===== config.mk =====
export PLATFORM = sky130hd
export DESIGN_NAME = alu_seq_flat
export DESIGN_NICKNAME = d
export VERILOG_FILES = /design/src/rtl/alu_seq_if.sv /design/src/rtl/alu_seq.sv /design/src/flat_wrapper.sv
export SDC_FILE = /design/constraint.sdc
export NUM_CORES = 1
export LEC_CHECK = 0
export ABC_AREA = 1
export ABC_CLOCK_PERIOD_IN_PS = 3950
export CORE_MARGIN = 2
export CORE_UTILIZATION = 66
export DETAILED_ROUTE_END_ITERATION = 10
export DONT_BUFFER_PORTS = 1
export HOLD_SLACK_MARGIN = 0.12
export PLACE_DENSITY = 0.85
export SLEW_MARGIN = 20
export SYNTH_ARGS = -nofsm -noshare
export SYNTH_HDL_FRONTEND = slang
export SYNTH_SLANG_ARGS = --single-unit

===== constraint.sdc =====
create_clock -name clk -period 3.95 [get_ports clk]
set_input_delay 0.79 -clock clk [delete_from_list [all_inputs] [get_ports clk]]
set_output_delay 0.79 -clock clk [all_outputs]
set_load 0.01 [all_outputs]

===== src/rtl/alu_seq_if.sv =====
// alu_seq_if: issue/result bundle between the CPU control unit and alu_seq.
// Latency: none, wires only.
// Backpressure: busy from the slave side gates start; a start seen while busy is dropped.
interface alu_seq_if #(
  parameter int WIDTH = 8
);
  // Issue side (driven by the control unit)
  logic             start;
  logic [3:0]       mode;
  logic [WIDTH-1:0] dataA;
  logic [WIDTH-1:0] dataB;
  logic             cin;
  // Result side (driven by the ALU)
  logic             busy;
  logic             done;
  logic [WIDTH-1:0] out;
  logic [WIDTH-1:0] out_hi;
  logic             cout;
  logic             zout;
  logic             nout;

  modport master (
    output start, mode, dataA, dataB, cin,
    input  busy, done, out, out_hi, cout, zout, nout
  );

  modport slave (
    input  start, mode, dataA, dataB, cin,
    output busy, done, out, out_hi, cout, zout, nout
  );
endinterface


===== src/rtl/alu_seq.sv =====
// alu_seq: registered ALU with multi-cycle variable shifts and shift-add unsigned multiply.
// Latency: done at c+1 for simple ops, c+1+amt for shifts, c+1+WIDTH for MUL.
// Backpressure: busy is high while an op executes; start is dropped (never queued) while busy.
module alu_seq #(
  parameter int WIDTH = 8,
  parameter int SHW   = $clog2(WIDTH)
) (
  input logic      clk,
  input logic      rst,
  alu_seq_if.slave bus
);

  // Step counter must hold WIDTH for MUL, so it gets one more bit than SHW when needed.
  localparam int CW = $clog2(WIDTH + 1);

  localparam logic [3:0] M_PASSB = 4'b0000;
  localparam logic [3:0] M_AND   = 4'b0001;
  localparam logic [3:0] M_OR    = 4'b0010;
  localparam logic [3:0] M_XOR   = 4'b0011;
  localparam logic [3:0] M_ADD   = 4'b0100;
  localparam logic [3:0] M_ADC   = 4'b0101;
  localparam logic [3:0] M_CMP   = 4'b0110;
  localparam logic [3:0] M_SUB   = 4'b0111;
  localparam logic [3:0] M_SBB   = 4'b1000;
  localparam logic [3:0] M_NOT   = 4'b1001;
  localparam logic [3:0] M_SLL   = 4'b1010;
  localparam logic [3:0] M_SRL   = 4'b1011;
  localparam logic [3:0] M_SRA   = 4'b1100;
  localparam logic [3:0] M_PASSA = 4'b1101;
  localparam logic [3:0] M_MUL   = 4'b1110;

  typedef enum logic [1:0] {
    S_IDLE,
    S_EXEC,
    S_DONE
  } state_t;

  state_t           state_q, state_d;
  logic [3:0]       mode_q, mode_d;
  // a: shift working value, or multiplicand for MUL
  logic [WIDTH-1:0] a_q, a_d;
  // {hi,lo}: MUL partial product; lo starts as the multiplier and is consumed LSB first
  logic [WIDTH-1:0] lo_q, lo_d;
  logic [WIDTH-1:0] hi_q, hi_d;
  logic [CW-1:0]    cnt_q, cnt_d;

  logic [WIDTH-1:0] out_q, out_d;
  logic [WIDTH-1:0] out_hi_q, out_hi_d;
  logic             cout_q, cout_d;
  logic             zout_q, zout_d;
  logic             nout_q, nout_d;

  // Issue-side evaluation of the current inputs
  logic [SHW-1:0]   amt;
  logic [WIDTH:0]   r_sum;
  logic [WIDTH-1:0] r_out;
  logic             r_cout;
  logic             r_z;
  logic             r_n;
  logic             r_cmp;
  logic             r_multi;

  // One EXEC step of the latched op
  logic [WIDTH-1:0] st_a;
  logic             st_bit;
  logic [WIDTH:0]   st_sum;
  logic [WIDTH-1:0] st_hi;
  logic [WIDTH-1:0] st_lo;

  logic             accept;

  assign amt    = bus.dataB[SHW-1:0];
  // DONE is idle as far as issue goes, which allows back-to-back ops.
  assign accept = bus.start && (state_q != S_EXEC);

  assign bus.busy   = (state_q == S_EXEC);
  assign bus.done   = (state_q == S_DONE);
  assign bus.out    = out_q;
  assign bus.out_hi = out_hi_q;
  assign bus.cout   = cout_q;
  assign bus.zout   = zout_q;
  assign bus.nout   = nout_q;

  // Single-cycle result and flags straight from the issue inputs; also flags multi-cycle ops
  always_comb begin
    r_sum   = '0;
    r_out   = '0;
    r_cout  = 1'b0;
    r_z     = 1'b0;
    r_n     = 1'b0;
    r_cmp   = 1'b0;
    r_multi = 1'b0;
    case (bus.mode)
      M_PASSB: r_out = bus.dataB;
      M_AND:   r_out = bus.dataA & bus.dataB;
      M_OR:    r_out = bus.dataA | bus.dataB;
      M_XOR:   r_out = bus.dataA ^ bus.dataB;
      M_NOT:   r_out = ~bus.dataA;
      M_ADD: begin
        r_sum  = {1'b0, bus.dataA} + {1'b0, bus.dataB};
        r_out  = r_sum[WIDTH-1:0];
        r_cout = r_sum[WIDTH];
      end
      M_ADC: begin
        r_sum  = {1'b0, bus.dataA} + {1'b0, bus.dataB} + {{WIDTH{1'b0}}, bus.cin};
        r_out  = r_sum[WIDTH-1:0];
        r_cout = r_sum[WIDTH];
      end
      M_CMP: begin
        r_cmp  = 1'b1;
        r_out  = bus.dataA;
        r_cout = (bus.dataA < bus.dataB);
        r_z    = (bus.dataA == bus.dataB);
        r_n    = ($signed(bus.dataA) < $signed(bus.dataB));
      end
      // The extra top bit of the difference is set exactly when a borrow occurs.
      M_SUB: begin
        r_sum  = {1'b0, bus.dataA} - {1'b0, bus.dataB};
        r_out  = r_sum[WIDTH-1:0];
        r_cout = r_sum[WIDTH];
      end
      M_SBB: begin
        r_sum  = {1'b0, bus.dataA} - {1'b0, bus.dataB} - {{WIDTH{1'b0}}, bus.cin};
        r_out  = r_sum[WIDTH-1:0];
        r_cout = r_sum[WIDTH];
      end
      // A zero-distance shift completes immediately with A unchanged and no carry.
      M_SLL, M_SRL, M_SRA: begin
        r_out   = bus.dataA;
        r_multi = (amt != '0);
      end
      M_PASSA: r_out = bus.dataA;
      M_MUL:   r_multi = 1'b1;
      default: r_out = '0;
    endcase
    if (!r_cmp) begin
      r_z = (r_out == '0);
      r_n = r_out[WIDTH-1];
    end
  end

  // One bit of shift, or one shift-add multiply step, on the latched operands
  always_comb begin
    st_a   = a_q;
    st_bit = 1'b0;
    st_sum = {1'b0, hi_q};
    st_hi  = hi_q;
    st_lo  = lo_q;
    case (mode_q)
      M_SLL: begin
        st_a   = {a_q[WIDTH-2:0], 1'b0};
        st_bit = a_q[WIDTH-1];
      end
      M_SRL: begin
        st_a   = {1'b0, a_q[WIDTH-1:1]};
        st_bit = a_q[0];
      end
      M_SRA: begin
        st_a   = {a_q[WIDTH-1], a_q[WIDTH-1:1]};
        st_bit = a_q[0];
      end
      M_MUL: begin
        if (lo_q[0]) begin
          st_sum = {1'b0, hi_q} + {1'b0, a_q};
        end
        st_hi = st_sum[WIDTH:1];
        st_lo = {st_sum[0], lo_q[WIDTH-1:1]};
      end
      default: st_a = a_q;
    endcase
  end

  // Next-state, operand latching and result capture
  always_comb begin
    state_d  = state_q;
    mode_d   = mode_q;
    a_d      = a_q;
    lo_d     = lo_q;
    hi_d     = hi_q;
    cnt_d    = cnt_q;
    out_d    = out_q;
    out_hi_d = out_hi_q;
    cout_d   = cout_q;
    zout_d   = zout_q;
    nout_d   = nout_q;
    case (state_q)
      S_IDLE, S_DONE: begin
        state_d = S_IDLE;
        if (accept) begin
          if (r_multi) begin
            state_d = S_EXEC;
            mode_d  = bus.mode;
            a_d     = bus.dataA;
            lo_d    = bus.dataB;
            hi_d    = '0;
            cnt_d   = (bus.mode == M_MUL) ? CW'(WIDTH) : CW'(amt);
          end else begin
            state_d  = S_DONE;
            out_d    = r_out;
            out_hi_d = '0;
            cout_d   = r_cout;
            zout_d   = r_z;
            nout_d   = r_n;
          end
        end
      end
      S_EXEC: begin
        a_d   = st_a;
        lo_d  = st_lo;
        hi_d  = st_hi;
        cnt_d = cnt_q - CW'(1);
        // The last step's result is captured directly so done lands the next cycle.
        if (cnt_q == CW'(1)) begin
          state_d = S_DONE;
          if (mode_q == M_MUL) begin
            out_d    = st_lo;
            out_hi_d = st_hi;
            cout_d   = (st_hi != '0);
            zout_d   = ({st_hi, st_lo} == '0);
            nout_d   = st_hi[WIDTH-1];
          end else begin
            out_d    = st_a;
            out_hi_d = '0;
            cout_d   = st_bit;
            zout_d   = (st_a == '0);
            nout_d   = st_a[WIDTH-1];
          end
        end
      end
      default: state_d = S_IDLE;
    endcase
  end

  // State and datapath registers; reset aborts any op in flight and clears results
  always_ff @(posedge clk) begin
    if (rst) begin
      state_q  <= S_IDLE;
      mode_q   <= '0;
      a_q      <= '0;
      lo_q     <= '0;
      hi_q     <= '0;
      cnt_q    <= '0;
      out_q    <= '0;
      out_hi_q <= '0;
      cout_q   <= 1'b0;
      zout_q   <= 1'b0;
      nout_q   <= 1'b0;
    end else begin
      state_q  <= state_d;
      mode_q   <= mode_d;
      a_q      <= a_d;
      lo_q     <= lo_d;
      hi_q     <= hi_d;
      cnt_q    <= cnt_d;
      out_q    <= out_d;
      out_hi_q <= out_hi_d;
      cout_q   <= cout_d;
      zout_q   <= zout_d;
      nout_q   <= nout_d;
    end
  end

endmodule


===== src/flat_wrapper.sv =====
// flat-port wrapper written by rule: the top's interface ports become plain ports
module alu_seq_flat 
#(
  parameter int WIDTH = 8,
  parameter int SHW   = $clog2(WIDTH)
)
  (clk, rst, bus_start, bus_mode, bus_dataA, bus_dataB, bus_cin, bus_busy, bus_done, bus_out, bus_out_hi, bus_cout, bus_zout, bus_nout);
  alu_seq_if #(.WIDTH(WIDTH)) bus_i ();
  input logic clk;
  input logic rst;
  input wire logic [$bits(bus_i.start)-1:0] bus_start;
  input wire logic [$bits(bus_i.mode)-1:0] bus_mode;
  input wire logic [$bits(bus_i.dataA)-1:0] bus_dataA;
  input wire logic [$bits(bus_i.dataB)-1:0] bus_dataB;
  input wire logic [$bits(bus_i.cin)-1:0] bus_cin;
  output wire logic [$bits(bus_i.busy)-1:0] bus_busy;
  output wire logic [$bits(bus_i.done)-1:0] bus_done;
  output wire logic [$bits(bus_i.out)-1:0] bus_out;
  output wire logic [$bits(bus_i.out_hi)-1:0] bus_out_hi;
  output wire logic [$bits(bus_i.cout)-1:0] bus_cout;
  output wire logic [$bits(bus_i.zout)-1:0] bus_zout;
  output wire logic [$bits(bus_i.nout)-1:0] bus_nout;
  assign bus_i.start = bus_start;
  assign bus_i.mode = bus_mode;
  assign bus_i.dataA = bus_dataA;
  assign bus_i.dataB = bus_dataB;
  assign bus_i.cin = bus_cin;
  assign bus_busy = bus_i.busy;
  assign bus_done = bus_i.done;
  assign bus_out = bus_i.out;
  assign bus_out_hi = bus_i.out_hi;
  assign bus_cout = bus_i.cout;
  assign bus_zout = bus_i.zout;
  assign bus_nout = bus_i.nout;
  alu_seq #(.WIDTH(WIDTH), .SHW(SHW)) u_core (.clk(clk), .rst(rst), .bus(bus_i));
endmodule

==> results of run 1 <==
placed cells by master, fill, tap and decap left out, types with 3 or more instances in the layout:
cell	count
a21oi_1	63
a22oi_1	3
a31oi_1	11
and3_1	3
buf_4	4
clkbuf_8	5
dfxtp_1	53
fa_1	3
ha_1	39
inv_1	106
inv_2	6
nand2_1	256
nand2_2	3
nand3_1	89
nand3b_1	11
nand4_1	15
nor2_1	114
nor2_2	7
nor3_1	4
o2111ai_1	3
o211ai_1	5
o21a_1	3
o21ai_0	46
o221ai_1	3
o22ai_1	8
or2_2	4
per-stage QoR:
| step | instances | hold slack [ps] | util |
|---|---|---|---|
| after global routing | 996 | 513 | 0.700 |
| after CTS | 996 | 487 | 0.700 |
| after floorplan | 911 | 451 | - |
| after global placement | 988 | 457 | 0.688 |
| after detailed placement | 988 | 471 | 0.688 |
| final | 996 | 489 | 0.700 |
power by group through the flow:
stage | clock, mW | sequential, mW | combinational [mW]
floorplan | 0 | 0.595 | 0.358
global placement | 0 | 0.602 | 0.433
detailed placement | 0 | 0.603 | 0.444
CTS | 0.332 | 0.591 | 0.447
global route | 0.357 | 0.596 | 0.515
finish | 0.339 | 0.593 | 0.465
logic make-up after synthesis:
kind of cell,synth area share
adders and majority gates,0.103
DFF,0.199
AOI/OAI and AO/OA,0.172
buffers and inverters,0.110
xor gates and xnor gates,0.00164
and+or+nand+nor,0.416
flip-flops by register name (all words and copies together) (netlist names):
| register | count |
|---|---|
| u_core.a_q | 8 |
| u_core.bus.cout | 1 |
| u_core.bus.nout | 1 |
| u_core.bus.out | 8 |
| u_core.bus.out_hi | 8 |
| u_core.bus.zout | 1 |
| u_core.cnt_q | 4 |
| u_core.hi_q | 8 |
| u_core.lo_q | 8 |
| u_core.mode_q | 4 |
| u_core.state_q | 2 |
layout make-up:
class | count | area [um2]
clock buffer | 5 | 68.8
clock inverter | 3 | 28.8
fill | 684 | 2330
inverter | 113 | 427
multi-input combinational | 716 | 3690
sequential | 53 | 1060
tap | 102 | 128
timing repair buffer | 4 | 30.0
how the worst max path moves through the flow:
stage,slack (ps),startpoint,end,cells after the start
floorplan,1060,bus_dataB[0],u_core.bus.cout,16
global placement,860,bus_dataB[0],u_core.bus.cout,16
detailed placement,800,bus_dataB[0],u_core.bus.cout,16
CTS,1120,bus_dataB[0],u_core.bus.cout,16
global route,920,bus_dataB[0],u_core.bus.cout,16
finish,1100,bus_dataB[0],u_core.bus.cout,16
per-layer routing:
layer  global-route usage  wire length, um  vias up
li1                     -                -     2955
met1                0.545             7150     2745
met5                    0                0        -
met3                0.120             2540       67
met4                0.114              525        0
met2                0.582             7150      479
worst max-delay path: cells and delay by family:
family                   cells  cell delay (ps)
AND/OR/NAND/NOR             12             1250
buffers and inverters        1               30
adder cells (fa/ha/maj)      3              980
==> results.cfg, run 1 <==
[clock_network]
post_cts_buffers = 0
cts_resized = 0
cts_tree = yes
cts_buffers = 5
clk_path_buf_depth = 2
htree_levels = 2
path_clk_slew_ps = 110
cts_root_buf = clkbuf_8
cts-hold-fix-buffers = 0
clock_sinks = 53
insertion_delay_ps = 320

[setup_path]
cp_max_fo = 6
r2r-start = u_core.a_q[0]
reg2reg_slack_ps = 1330
cpPeakStageDelay_ps = 550
required_ps = 4180
ff2ff_path_depth = 14
r2r-end = u_core.bus.cout
arrival_ps = 3080
path_cells = ha_1, fa_1, ha_1, nand3_1, nand3b_1, nor2_1, nand2_1, nor2_1, nand2_1, or2_0, nand3_1, nand3_1, nand2_1, nand3_1, nand2_1, inv_1
crit_path_end_kind = flop
slowest_stage = fa_1
crit_type = in2reg
crit_path_start_kind = primary input

[synth]
avgSynthCellArea_um2 = 5.87
syn_area_mm2 = 0.00534
synth_fp_nets = 977
ys_seq_elements = 53
synthFlopType = dfxtp_1
synth_cells = 911
yosys_warnings = 0
seq_area_frac_synth = 0.199
yosysTopAreaCell = dfxtp_1
synthDistinctLibCells = 49
synth.top_cells.by_count = 256 x nand2_1, 114 x nor2_1, 106 x inv_1, 89 x nand3_1, 63 x a21oi_1
synth_edf_count = 0
ys_async_sr_fraction = 0
synthTopCellsByArea = dfxtp_1 20%, nand2_1 18%, ha_1 9.1%
post-synth-top-count-cell = nand2_1
synth_top_area_share = 0.199

[sta]
rsz0062_at_grt = false
slew_headroom = 0.435
period_needed_ps = 2850
drv_slew = 0
finalCritPeriodShare = 0.722
setup_ws_ps = 1100
tns_ps = 0
final-setup-viol-count = 0
fmax_mhz = 351
worstMarginPinSlew_ps = 846
hold_viol = 0
finalClockSkew_ps = 9.66

[power_and_ir_drop]
swShare = 0.400
comb_power_share = 0.333
power_mw = 1.40
vdd_drop_max_mv = 0.227
p_switching_mw = 0.558
internal_power_mw = 0.838
leakage_nw = 2.63
p_clk_frac = 0.243
power_frac_seq = 0.425
p_per_area_mw_per_mm2 = 257

[cells_and_area]
insertedDiodeCount = 0
final_cell_area_mm2 = 0.00544
drive_gt1_frac = 0.0459
syn_to_final_growth_pct = 1.76
nets = 959

[min_path]
hold_end = u_core.hi_q[0]
hold_start = u_core.hi_q[0]
hold_path_class = reg2reg
whs_path_depth = 2

[global_routing]
overflow = 0
antenna_found_initial = 0
grt_pass1_vias = 5535
grt_max_degree = 37
grt_pass1_wl_um = 27300
grt_usage = 0.392

[detailed_routing]
drt_wl_total_um = 17400
drtIter0Drc = 574
drtAntennaViolNets = 0
viasPerCell = 6.27
vias = 6246
drc = 0
wl_per_cell_um = 17.4
firstDrtPassIters = 8

[placement]
placed_area_mm2 = 0.00534
port_buffers = 0
dpl_worst_slack_ps = 803
gp_congestion = 1.02
post-dp-hpwl_um = 13400

[die]
fp-row-count = 32
start_util = 0.688
die_area_mm2 = 0.00883
ios = 45
die_x_um = 94.0
die_h_um = 94.0
fp.coreArea_mm2 = 0.00777

[run]
maxCapViolCount = 0

[outcome]
status = completed
No activity file was read; power rests on OpenSTA's default activity.
==> run 2, diff against run 1 <==
--- a/config.mk
+++ b/config.mk
@@ -6,7 +6,7 @@
 export NUM_CORES = 1
 export LEC_CHECK = 0
 export ABC_AREA = 1
-export ABC_CLOCK_PERIOD_IN_PS = 3950
+export ABC_CLOCK_PERIOD_IN_PS = 2780
 export CORE_MARGIN = 2
 export CORE_UTILIZATION = 66
 export DETAILED_ROUTE_END_ITERATION = 10
==> constraint.sdc (replaced) <==
create_clock -name clk -period 2.78 [get_ports clk]
set_input_delay 0.556 -clock clk [delete_from_list [all_inputs] [get_ports clk]]
set_output_delay 0.556 -clock clk [all_outputs]
set_load 0.01 [all_outputs]
==> results.cfg, run 2 (synthesis results as in run 1) <==
[outcome]
status = completed

[clock_network]
clock_sinks = 53
cts_buffers = 5
clk_path_buf_depth = 2
cts-hold-fix-buffers = 0
cts_root_buf = clkbuf_8
cts_tree = yes
htree_levels = 2
insertion_delay_ps = 330
path_clk_slew_ps = 110

[detailed_routing]
drtAntennaViolNets = 0
drtIter0Drc = 890
firstDrtPassIters = 6
drc = 0
drt_wl_total_um = 17500
viasPerCell = 6.18
wl_per_cell_um = 17.3
vias = 6258

[cells_and_area]
layout_commonest_cell = nand2_1
insertedDiodeCount = 0
drive_gt1_frac = 0.0681
multiInputGateArea_mm2 = 0.00371
syn_to_final_growth_pct = 4.52
seq_area_mm2 = 0.00106
layout_common_cells = 256 x nand2_1, 113 x nor2_1, 106 x inv_1
fill_cells = 693
final_cell_area_mm2 = 0.00559
nets = 975

[min_path]
hold_start = rst
whs_path_depth = 1
hold_path_class = in2reg
hold_end = u_core.bus.out[4]

[die]
die_x_um = 94.0
ios = 45
fp-row-count = 32
start_util = 0.688
die_h_um = 94.0
fp.coreArea_mm2 = 0.00777
die_area_mm2 = 0.00883

[placement]
gp_congestion = 1.08
placed_area_mm2 = 0.00547
port_buffers = 0
post-dp-hpwl_um = 13600

[setup_path]
r2r-end = u_core.bus.zout
slowest_stage = fa_1
reg2reg_slack_ps = 180
crit_top_cell = nand3_1
cpPeakStageDelay_ps = 500
ff2ff_path_depth = 13
required_ps = 3040
crit_path_end_kind = flop
cp_max_fo = 4
arrival_ps = 2860
crit_path_start_kind = flop
r2r-start = u_core.a_q[0]
crit_type = reg2reg
path_cells = ha_1, fa_1, nand3_1, nand3_1, nand4_1, nand3_1, a22oi_1, nand2_1, nor2_1, nand3_1, a21oi_1, nand2_1, a21oi_1

[global_routing]
overflow = 0
grt_usage = 0.394
grt_pass1_wl_um = 27400
antenna_found_initial = 0
grt_pass1_vias = 5623
grt_max_degree = 37

[sta]
drv_slew = 0
hold_viol = 0
final-setup-viol-count = 0
finalCritPeriodShare = 0.934
worstMarginPinSlew_ps = 663
holdWs_ps = 277
rsz0062_at_grt = false
period_needed_ps = 2600
finalClockSkew_ps = 12.9
slew_headroom = 0.557
fmax_mhz = 385
tns_ps = 0

[power_and_ir_drop]
leakage_nw = 2.71
p_per_area_mw_per_mm2 = 362
vdd_drop_max_mv = 0.336

[run]
maxCapViolCount = 0
[run 2: cell types whose count changed in the layout (fill, tap and decap cells not counted)]
cell     change
buf_4       +15
ha_1         -3
ha_2         +3
buf_12       +1
nand3_1      -1
nand3_2      +1
nor2_1       -1
nor2_2       +1
[run 2: critical path: cells and delay by family, from the launching register on]
| kind | cells | cell delay (ps) |
|---|---|---|
| compound gates | 3 | 500 |
| fa+ha+maj | 2 | 740 |
| flops | 1 | 380 |
| simple gates | 8 | 920 |
[run 2: report_power, final]
part / leakage, nW / switching, mW / internal, mW / total (mW)
Sequential: 0.431 / 0.0442 / 0.799 / 0.843
Combinational: 2.22 / 0.467 / 0.227 / 0.694
Clock: 0.0506 / 0.297 / 0.189 / 0.486
Total: 2.71 / 0.808 / 1.21 / 2.02
[run 2: worst max-delay path by stage]
stage,start,to,slack [ps],depth (start not counted)
2_1_floorplan,bus_dataB[0],u_core.bus.cout,120,16
3_3_place_gp,bus_dataB[0],u_core.bus.cout,-10,16
3_5_place_dp,bus_dataB[0],u_core.bus.cout,-90,16
4_1_cts,bus_dataB[0],u_core.bus.cout,230,16
5_1_grt,u_core.a_q[0],u_core.bus.cout,30,14
6_report,u_core.a_q[0],u_core.bus.zout,180,13
[run 2: timing repair]
action / CTS / global route
gates resized for setup: 0 / 5
setup buffers: 0 / 0
setup endpoints to repair: 0 / 1
[run 2: final cells by class]
class	instances	area share
clock buffer	5	0.0123
clock inverter	3	0.00515
inverter	113	0.0764
multi-input combinational	716	0.664
sequential	53	0.190
tap	102	0.0228
timing repair buffer	20	0.0291
[run 2: layer usage]
| metal | up-vias | track usage | wire [um] |
|---|---|---|---|
| li1 | 2978 | - | - |
| met1 | 2778 | 0.565 | 7390 |
| met2 | 458 | 0.596 | 7250 |
| met3 | 44 | 0.109 | 2530 |
| met4 | 0 | 0.0761 | 297 |
| met5 | - | 0 | 0 |
[run 2: per-stage QoR]
stage                util  instances  worst slack, ps  total power [mW]
floorplan               -        911              119              1.35
global placement    0.705       1004            -12.7              1.50
detailed placement  0.705       1004            -86.1              1.52
CTS                 0.717       1012              231              1.98
global route        0.719       1012             28.8              2.12
finish              0.719       1012              184              2.02
==> run 3, diff against run 2 <==
--- a/config.mk
+++ b/config.mk
@@ -9,8 +9,10 @@
 export ABC_CLOCK_PERIOD_IN_PS = 2780
 export CORE_MARGIN = 2
 export CORE_UTILIZATION = 66
+export CTS_BUF_LIST = sky130_fd_sc_hd__clkbuf_2 sky130_fd_sc_hd__clkbuf_4 sky130_fd_sc_hd__clkbuf_8
 export DETAILED_ROUTE_END_ITERATION = 10
 export DONT_BUFFER_PORTS = 1
+export GPL_ROUTABILITY_DRIVEN = 0
 export HOLD_SLACK_MARGIN = 0.12
 export PLACE_DENSITY = 0.85
 export SLEW_MARGIN = 20
==> results.cfg, run 3 (synthesis results as in run 1) <==
[global_routing]
grt_max_degree = 37
overflow = 0
grt_pass1_wl_um = 26900
grt_pass1_vias = 5643
top_usage_layer = met2
use_met1 = 0.536
use_met3 = 0.0939
grtUsageMet2 = 0.598
grt_usage = 0.383
antenna_found_initial = 0

[sta]
worstMarginPinSlew_ps = 670
rsz0062_at_grt = true
fmax_mhz = 388
drv_slew = 0
setup_ws_ps = 204
period_needed_ps = 2580
holdWs_ps = 280
slew_headroom = 0.553
hold_viol = 0
finalClockSkew_ps = 13.2
finalCritPeriodShare = 0.927
final-setup-viol-count = 0

[min_path]
hold_start = rst
hold_path_class = in2reg

[power_and_ir_drop]
comb_power_share = 0.342
p_per_area_mw_per_mm2 = 360
p_switching_mw = 0.799
leakage_nw = 2.69
power_frac_seq = 0.419
p_clk_frac = 0.238
internal_power_mw = 1.21
vdd_drop_max_mv = 0.306
swShare = 0.397

[cells_and_area]
insertedDiodeCount = 0
nets = 974
fill_cells = 706
drive_gt1_frac = 0.0682
syn_to_final_growth_pct = 4.40
layout_commonest_cell = nand2_1
multiInputGateArea_mm2 = 0.00372
seq_area_mm2 = 0.00106
layout_common_cells = 256 x nand2_1, 114 x nor2_1, 104 x inv_1

[setup_path]
r2r-start = u_core.a_q[0]
arrival_ps = 2800
endpoint = u_core.bus.cout
crit_type = in2reg
crit_path_end_kind = flop
cp_max_fo = 6
r2r-end = u_core.bus.zout
crit_path_start_kind = primary input
startpoint = bus_dataB[0]
required_ps = 3010
reg2reg_slack_ps = 210
ff2ff_path_depth = 13

[die]
fp-row-count = 32
die_h_um = 94.0
die_x_um = 94.0
die_area_mm2 = 0.00883
ios = 45
start_util = 0.688
fp.coreArea_mm2 = 0.00777

[detailed_routing]
drt_wl_total_um = 17000
wl_per_cell_um = 16.8
drtIter0Drc = 990
firstDrtPassIters = 6
drc = 0
vias = 6340
drtAntennaViolNets = 0
viasPerCell = 6.27

[clock_network]
htree_levels = 2
insertion_delay_ps = 320
cts_buffers = 5
clock_sinks = 53
cts_tree = yes
clk_path_buf_depth = 2
cts-hold-fix-buffers = 0
path_clk_slew_ps = 110
cts_root_buf = clkbuf_8

[run]
maxCapViolCount = 0

[placement]
dpl_worst_slack_ps = -66.3
port_buffers = 0
post-dp-hpwl_um = 13200

[outcome]
status = completed
## run 3: changes by cell type in the layout (fill, tap and decap cells not counted), sizes merged
cell      change
clkinvlp      +1
inv           -1
buf           -1
## run 3: worst max-delay path, cell delays in order
cell and delay (ps):
ha_1 220, fa_1 540, ha_1 190, nand3_1 140, nand3b_1 220, nor2_1 160
nand2_1 90, nor2_1 90, nand2_1 70, or2_0 190, nand3_1 70, nand3_1 70
nand2_1 60, nand3_1 60, nand2_1 60, inv_1 30
## run 3: worst min-delay path by stage
stage,end,slack (ps),depth (start not counted)
after floorplan,u_core.mode_q[3],450,2
after global placement,u_core.mode_q[3],450,2
after detailed placement,u_core.mode_q[3],460,2
after CTS,u_core.bus.out[7],280,1
after global routing,u_core.hi_q[3],270,1
final,u_core.bus.out[7],280,1
## run 3: power groups by stage
stage	registers (mW)	clock network, mW	logic, mW
after floorplan	0.845	0	0.509
after global placement	0.857	0	0.625
after detailed placement	0.858	0	0.645
after CTS	0.841	0.476	0.650
after global routing	0.847	0.508	0.759
final	0.842	0.479	0.688
## run 3: per-stage QoR
stage          area [um2]  std cells  total power [mW]  utilization  TNS, ps
4_1_cts              5540       1009              1.97        0.713        0
5_1_grt              5580       1011              2.11        0.718    -42.8
2_1_floorplan        5340        911              1.35            -        0
3_3_place_gp         5440       1001              1.48        0.700    -9.37
6_report             5580       1011              2.01        0.718        0
3_5_place_dp         5440       1001              1.50        0.700     -114
## run 3: area by class of cell
cell class	count	share of cell area
tap	102	0.0229
multi-input combinational	716	0.667
inverter	113	0.0771
clock inverter	3	0.00516
clock buffer	5	0.0123
timing repair buffer	19	0.0256
sequential	53	0.190
## run 3: per-layer routing
metal  routed length [um]  share of wire  vias to the layer above
met2                 7270           0.43                      449
met4                  478          0.028                        0
met3                 2400           0.14                       77
met5                    0              0                        -
li1                     -              -                     2984
met1                 6880           0.40                     2830
## run 3: timing repair
item | CTS | global route
resized for setup | 0 | 7
hold endpoints to repair | 0 | 0
buffers inserted | 0 | 2
setup endpoints to repair | 0 | 2
